$ cat config.mk
export PLATFORM = sky130hd
export DESIGN_NAME = sdram_slot_arbiter
export DESIGN_NICKNAME = d
export VERILOG_FILES = /design/src/rtl/sdram_slot_arbiter.sv
export SDC_FILE = /design/constraint.sdc
export NUM_CORES = 1
export LEC_CHECK = 0
export CORE_ASPECT_RATIO = 1.5
export CORE_MARGIN = 5
export CORE_UTILIZATION = 30
export CTS_CLUSTER_DIAMETER = 100
export DETAILED_ROUTE_END_ITERATION = 16
export PLACE_DENSITY = 0.6
export SLEW_MARGIN = 5
export SYNTH_ARGS = -nofsm -noshare
export SYNTH_HDL_FRONTEND = slang
export SYNTH_SLANG_ARGS = --single-unit
$ cat constraint.sdc
create_clock -name clk -period 1.45 [get_ports clk]
set_input_delay 0.3625 -clock clk [delete_from_list [all_inputs] [get_ports clk]]
set_output_delay 0.3625 -clock clk [all_outputs]
set_load 0.01 [all_outputs]
$ cat src/rtl/sdram_slot_arbiter.sv
// -----------------------------------------------------------------------------
// sdram_slot_arbiter
//
// Time-slot arbiter in front of the Apple II SDRAM controller. The 112 MHz
// clk is cut into 8-cycle slots aligned to the 14 MHz clkref. Slots alternate
// A (CPU/video) and B (DMA). The request for slot N is registered onto the
// sd_* outputs at LAUNCH_PHASE of slot N-1, so the controller sees it stable
// for a whole slot. At RD_PHASE the addressed byte of sd_dout is captured
// and returned to whichever port owns the slot.
//
// Optional feature (macro SDRAM_ARB_STEAL_EN): a pending DMA request may
// also take an A slot when the CPU does not want it.
//
// Ports
//   clk, init_n          112 MHz clock, synchronous active-low reset
//   clkref               14 MHz slot reference (sampled in clk)
//   cpu_en/addr/we/din   CPU request for the upcoming A slot
//   cpu_dout             CPU read data, held between updates
//   dma_req/addr/we/din  single-cycle DMA request strobe and fields
//   dma_busy             DMA request pending or in flight
//   dma_valid            one-cycle DMA completion pulse
//   dma_dout             DMA read data, held after dma_valid
//   sd_addr/din/we/aux   request to the SDRAM controller
//   sd_dout              16-bit read data from the controller
// -----------------------------------------------------------------------------
module sdram_slot_arbiter #(
    parameter int RD_PHASE     = 6,
    parameter int LAUNCH_PHASE = 7
) (
    input  logic        clk,
    input  logic        init_n,
    input  logic        clkref,
    input  logic        cpu_en,
    input  logic [24:0] cpu_addr,
    input  logic        cpu_we,
    input  logic [7:0]  cpu_din,
    output logic [7:0]  cpu_dout,
    input  logic        dma_req,
    input  logic [24:0] dma_addr,
    input  logic        dma_we,
    input  logic [7:0]  dma_din,
    output logic        dma_busy,
    output logic        dma_valid,
    output logic [7:0]  dma_dout,
    output logic [24:0] sd_addr,
    output logic [7:0]  sd_din,
    output logic        sd_we,
    output logic        sd_aux,
    input  logic [15:0] sd_dout
);

    typedef enum logic [1:0] {
        OWN_NONE = 2'd0,
        OWN_CPU  = 2'd1,
        OWN_DMA  = 2'd2
    } owner_t;

    localparam logic [2:0] RD_PH     = 3'(RD_PHASE);
    localparam logic [2:0] LAUNCH_PH = 3'(LAUNCH_PHASE);

    logic        clkref_q;
    logic [2:0]  phase;
    logic        slot_b;       // 0: A slot (CPU), 1: B slot (DMA)
    owner_t      owner;        // owner of the request currently on sd_*
    logic [24:0] dma_addr_q;
    logic        dma_we_q;
    logic [7:0]  dma_din_q;

    logic        ref_edge;
    logic [2:0]  phase_next;
    logic        at_launch;
    logic        next_slot_b;
    logic        dma_pending;
    logic        dma_slot_ok;
    logic        launch_cpu;
    logic        launch_dma;
    logic [7:0]  rd_byte;

    assign ref_edge    = clkref & ~clkref_q;
    assign phase_next  = ref_edge ? 3'd0 : phase + 3'd1;
    assign at_launch   = (phase == LAUNCH_PH);
    assign next_slot_b = ~slot_b;

    // A latched request that has already been launched is in flight, not
    // pending; it must not be launched a second time.
    assign dma_pending = dma_busy & (owner != OWN_DMA);

`ifdef SDRAM_ARB_STEAL_EN
    assign dma_slot_ok = next_slot_b | ~cpu_en;
`else
    assign dma_slot_ok = next_slot_b;
`endif

    assign launch_cpu = at_launch & ~next_slot_b & cpu_en;
    assign launch_dma = at_launch & dma_pending & dma_slot_ok & ~launch_cpu;

    assign sd_aux  = sd_addr[0];
    assign rd_byte = sd_aux ? sd_dout[15:8] : sd_dout[7:0];

    always_ff @(posedge clk) begin
        // NOTE: non-blocking assignments throughout, so every register sees
        // the values from before this edge regardless of statement order.
        // clkref_q keeps sampling during reset so that a clkref already high
        // at release is not mistaken for a fresh rising edge.
        clkref_q <= clkref;

        if (!init_n) begin
            phase      <= 3'd0;
            slot_b     <= 1'b0;
            owner      <= OWN_NONE;
            dma_busy   <= 1'b0;
            dma_valid  <= 1'b0;
            dma_dout   <= 8'h00;
            cpu_dout   <= 8'h00;
            dma_addr_q <= '0;
            dma_we_q   <= 1'b0;
            dma_din_q  <= 8'h00;
            sd_addr    <= '0;
            sd_din     <= 8'h00;
            sd_we      <= 1'b0;
        end else begin
            phase <= phase_next;
            // Every entry into phase 0 starts a new slot, including the
            // short slot created by a mid-slot clkref resync.
            if (phase_next == 3'd0)
                slot_b <= ~slot_b;

            dma_valid <= 1'b0;

            if (dma_req && !dma_busy) begin
                dma_addr_q <= dma_addr;
                dma_we_q   <= dma_we;
                dma_din_q  <= dma_din;
                dma_busy   <= 1'b1;
            end

            // Capture retires the owner, so a slot shortened by a resync
            // before RD_PHASE is completed exactly once in the next slot.
            if (phase == RD_PH && owner != OWN_NONE) begin
                if (owner == OWN_CPU && !sd_we)
                    cpu_dout <= rd_byte;
                if (owner == OWN_DMA) begin
                    if (!sd_we)
                        dma_dout <= rd_byte;
                    dma_valid <= 1'b1;
                    dma_busy  <= 1'b0;
                end
                owner <= OWN_NONE;
            end

            if (launch_cpu) begin
                sd_addr <= cpu_addr;
                sd_din  <= cpu_din;
                sd_we   <= cpu_we;
                owner   <= OWN_CPU;
            end else if (launch_dma) begin
                sd_addr <= dma_addr_q;
                sd_din  <= dma_din_q;
                sd_we   <= dma_we_q;
                owner   <= OWN_DMA;
            end else if (at_launch) begin
                // Idle read: keep the address, just drop the write.
                sd_we <= 1'b0;
                owner <= OWN_NONE;
            end
        end
    end

endmodule

[Word level (Yosys, flattened, before mapping)]
Cells that the tools add are included.
Cells by class
  bitwise logic cells: 12
  magnitude comparators: 0
  reduce and logical (&&, ||, !) cells: 15
  muxes and demuxes: 17
  add/subtract/negate cells: 1
  div/mod/pow operators: 0
  shift-type cells: 0
  eq/ne operators: 5
  $mul: 0
Operator list (number)
  two-way mux 25 bit: 2
  two-way mux 8 bit: 3
  two-way mux 1 bit: 8
  bitwise AND 1 bit: 7
  equality test 3 bit (second input constant): 2
  two-way mux 2 bit: 3
  nonzero test 3 bit: 2
  inverter 1 bit: 5
  AND reduction 2 bit: 2
  nonzero test 2 bit: 2
  nonzero test 4 bit: 1
  adder 3 x 1 -> 3 bit (second input constant): 1
  logical AND 1 bit: 3
  logical NOT 3 bit: 1
  two-way mux 3 bit: 1
  AND reduction 3 bit: 1
  equality test 2 x 1 -> 1 bit (second input constant): 1
  equality test 2 bit (second input constant): 1
  logical NOT 1 bit: 2
  inequality test 2 bit (second input constant): 1
  OR reduction 2 bit: 1
Storage, ports and cells
  flip-flop bits (word level): 93
  RAM bits: 0
  bits in latches: 0
  memories: 0
  output and inout bits: 53
  word-level logic and storage cells: 65
  memory bits (read-only): 0
  input bits: 89

[Depth between registers and ports, before layout]
  word-level depth: 7
  gate-level depth with buffers: 7
  gate-level depth less buffers: 5

[Least setup slack after synthesis]
No wires, ideal clock.
  path kind: reg2reg
  start: reg phase[0]
  end: reg sd_addr[14]
  period minus slack after synthesis: 1.570 ns
  required time: 1.318 ns
  setup time: 0.132 ns
  stages on the path, launching flop included: 8
  arrival time: 1.438 ns
  path slack: -0.120 ns
  cells stage by stage: dfxtp_1 > ha_1 > ha_1 > and2_1 > buf_4 > buf_2 > a32oi_1 > a21oi_1
Between the ends
  word-level cells in the longest chain between the ends: 6
  elaborated cells between the ends (all ways): 9
  classes of those cells: eq/ne: 1; mux: 1; bitwise: 6; reduce/logical: 1
Ends and longest elaborated chain
  start, declared: RTL line 62  | logic [2:0] phase;
  start signal, assigned: RTL line 122  | phase <= phase_next;
  equality test 3 bit (*): RTL line 81  | assign at_launch = (phase == LAUNCH_PH);
  bitwise AND 1 bit (2 in a row): RTL line 94  | assign launch_cpu = at_launch & ~next_slot_b & cpu_en;
  inverter 1 bit: RTL line 95  | assign launch_dma = at_launch & dma_pending & dma_slot_ok & ~launch_cpu;
  bitwise AND 1 bit: RTL line 95
  nonzero test 2 bit (no source line)
  end signal, assigned: RTL line 152  | sd_addr <= cpu_addr;
  end signal, assigned: RTL line 157  | sd_addr <= dma_addr_q;
  end, declared: RTL line 45  | output logic [24:0] sd_addr,
Mark *: on every way between the ends. The rest lies on a longest branch, timed or not.
A chain may end at the register's enable or synchronous reset.

[Final worst setup path]
  start: reg phase[0]
  end: reg sd_din[1]
Between the ends
  word-level cells in the longest chain between the ends: 6
  elaborated cells between the ends (all ways): 9
  classes of those cells: eq/ne: 1; mux: 1; bitwise: 6; reduce/logical: 1
Ends and longest elaborated chain
  equality test 3 bit (*): RTL line 81
  bitwise AND 1 bit (2 in a row): RTL line 94
  inverter 1 bit: RTL line 95
  bitwise AND 1 bit: RTL line 95
  nonzero test 2 bit (no source line)
  end signal, assigned: RTL line 153  | sd_din <= cpu_din;
  end signal, assigned: RTL line 158  | sd_din <= dma_din_q;
  end, declared: RTL line 46  | output logic [7:0] sd_din,
Marked as above.

==> metrics.cfg <==
[status]
outcome = complete, but fails checks
violations = negative setup slack

[final_layout]
finish.instance_area_um2 = 6400
syn2layout_area_growth_pct = 63.4
fillers = 1236
final_nets = 693
final_cells = 764
diodes = 0
layout-drive-gt1-share = 0.195

[logic_synthesis]
synth_area_per_cell_um2 = 8.63
synth_top_family_by_area = compound AO/OA/AOI/OAI gates
ys_ff_latch = 93
synth_mux_area_frac = 0.0204
synth.distinct_cells = 34
netlist_instances = 454
synth_fa_ha_area_frac = 0.00958
synthSimpleGateAreaFrac = 0.188
yosysSeqAreaShare = 0.475
synth_compound_area_frac = 0.246
syn_area_um2 = 3920
syn_nets = 546
synth_warnings = 0
synth_xor_area_frac = 0

[placement]
dpl-instance-area_um2 = 5650
portBuffers = 141
gp_congestion = 0.764
placedCellCount = 736
hpwl_um = 9510

[die]
core-area_um2 = 12900
num_rows = 51
ioPinCount = 142
fp.dieW_um = 103
die-area_um2 = 15500
start_util = 0.304
die_y_um = 150

[critical_path]
cp_common_cell = ha_4
end_kind = flip-flop
path_max_fanout = 7
cpPeakStageDelay_ps = 370
cp_top_family = simple AND/OR/NAND/NOR gates
path_cells = ha_4 > ha_4 > and2_4 > nand3_4 > a211oi_1
critPathRequiredTime_ps = 1690
slowest_stage = dfxtp_4
path_class = reg2reg
critPathBufInv = 0
arrival_ps = 1750
startpoint_type = flip-flop

[clock_network]
worstSkewPairLatency_ps = 330
cts-root-buf = clkbuf_16
cts_tree = built
cts_max_path_buffers = 2
cts.sink_count = 93
h-tree-depth = 3
cts-buffers-inserted = 9
clk_pin_slew_ps = 60

[drt]
wl_per_cell_um = 18.0
vias_per_cell = 5.19
ant_nets = 0
wl_um = 13700
drc = 0
drt_iter0_markers = 156
via_count = 3966
dr.pass1.iters = 4

[global_routing]
grt_max_degree = 40
grt_use_total = 0.167
grt_pass1_vias = 4043
antenna_found_initial = 0
grt_pass1_wl_um = 20100
grt-ovfl-total = 0

[timing]
setup_viol_count_final = 19
finalMaxSlewViolations = 0
worst_pin_slew_ps = 441
max_freq_mhz = 663
min_period_ps = 1510
fin_ws_ps = -59.3
relSlewSlack = 0.706
hold_viol_final = 0
grt_setup_unrepaired = yes
skew_ps = 6.13
period_share = 1.04

[job]
maxCapViolations = 0

[worst_hold_path]
hold_class = reg2reg

[power_and_ir_drop]
powerDensity_nw_per_um2 = 906
ir_worst_vdd_uv = 655
p_leak_uw = 0.00254

==> registers in the layout (all words and copies together), names as in the netlist <==
register    flops
clkref_q        1
slot_b          1
cpu_dout        8
dma_addr_q     25
dma_din_q       8
sd_din          8
phase           3
sd_addr        25
sd_we           1
dma_we_q        1
owner           2
dma_busy        1
dma_valid       1
dma_dout        8
==> final timing paths <==
check                      start              to  slack, ps  depth (start not counted)
setup / recovery        phase[0]       sd_din[1]        -60                          5
hold / removal    dma_addr_q[22]  dma_addr_q[22]        450                          2
setup reg to reg        phase[0]       sd_din[1]        -60                          5
hold reg to reg   dma_addr_q[22]  dma_addr_q[22]        450                          2
==> report_power, final <==
group	internal, uW	switching, uW	total (uW)
Combinational	353	283	635
Sequential	2620	53.4	2670
Clock	1550	947	2490
Total	4520	1280	5800
==> worst min-delay path: cells and delay by family (launching register included) <==
kind | cells | cell delay (ps)
flops | 1 | 310
simple gates | 1 | 50
compound gates | 1 | 50
==> timing repair <==
| item | 4_1_cts | 5_1_grt |
|---|---|---|
| endpoints found under the setup margin | 91 | 50 |
| resized for setup | 80 | 74 |
| gates cloned | 2 | 4 |
| hold buffers | 0 | 0 |
| pin swaps | 1 | 25 |
| setup buffers | 2 | 5 |
==> cell usage after synthesis <==
master / number / area (um2)
dfxtp_1: 93 / 1860
nand2_1: 72 / 270
a21oi_1: 60 / 300
a211oi_1: 26 / 195
clkbuf_1: 22 / 82.6
nor2_1: 21 / 78.8
o21ai_0: 19 / 95.1
buf_2: 18 / 90.1
nor2b_1: 18 / 113
nor4_1: 18 / 113
a32oi_1: 15 / 131
o311ai_0: 14 / 123
nand3_1: 11 / 55.1
mux2i_1: 8 / 80.1
o211a_1: 8 / 80.1
buf_4: 6 / 45.0
ha_1: 3 / 37.5
nand2b_1: 3 / 18.8
and2_1: 2 / 12.5
and3_1: 2 / 12.5
inv_1: 2 / 7.51
a211oi_2: 1 / 12.5
a31oi_1: 1 / 6.26
and3b_1: 1 / 8.76
buf_6: 1 / 11.3
clkinv_1: 1 / 3.75
nand3_4: 1 / 17.5
nand3b_1: 1 / 7.51
nand4_1: 1 / 6.26
nor3_1: 1 / 5.00
nor3_2: 1 / 10.0
nor3b_1: 1 / 7.51
o221a_2: 1 / 11.3
o311ai_1: 1 / 8.76
==> final cells by class <==
class | instances | area [um2] | share of cell area
multi-input combinational | 314 | 2190 | 0.343
sequential | 93 | 1870 | 0.292
timing repair buffer | 180 | 1810 | 0.283
clock buffer | 11 | 243 | 0.0379
tap | 159 | 199 | 0.0311
clock inverter | 4 | 72.6 | 0.0113
inverter | 3 | 13.8 | 0.00215
==> cells by family (layout without fill, tap and decap cells) <==
logic type,after synthesis,count (layout)
mux,8,8
flops,93,93
buf+inv,50,198
fa+ha+maj,3,3
compound gates,146,146
simple gates,154,157
==> stage by stage <==
stage / setup slack [ps] / setup TNS (ps) / util / total power, uW / hold slack (ps)
4_1_cts: -35.7 / -390 / 0.469 / 5830 / 452
2_1_floorplan: 10.4 / 0 / - / 2940 / 390
6_report: -59.3 / -455 / 0.497 / 5800 / 450
3_5_place_dp: -277 / -10670 / 0.439 / 3320 / 444
3_3_place_gp: -193 / -9490 / 0.439 / 3310 / 420
5_1_grt: -97.4 / -1830 / 0.497 / 6030 / 473
==> per-layer routing <==
layer / vias to the layer above / part of all wire / GRT usage
li1: 1938 / - / -
met1: 1886 / 0.37 / 0.188
met2: 114 / 0.54 / 0.303
met3: 28 / 0.053 / 0.0229
met4: 0 / 0.033 / 0.0778
met5: - / 0 / 0
==> placed cells by master, fill, tap and decap left out, types with 5 or more instances in the layout <==
cell             Yosys  routed
a21oi_1             60      59
o311ai_2             0       7
buf_6                1       9
o211a_1              8       8
nand2_1             72      71
clkdlybuf4s50_1      0      88
clkbuf_16            0      10
a211oi_2             1      19
a32oi_2              0       5
nor4_1              18       8
a32oi_1             15      10
buf_4                6      19
o311ai_1             1       8
mux2i_1              8       8
dlygate4sd2_1        0      53
a211oi_1            26       8
dfxtp_1             93      90
nor2_1              21      21
o21ai_0             19       7
o21ai_1              0      12
nor4_2               0      10
nand3_1             11      10
buf_12               0       9
nor2b_1             18      16
No activity file was read; power rests on OpenSTA's default activity.
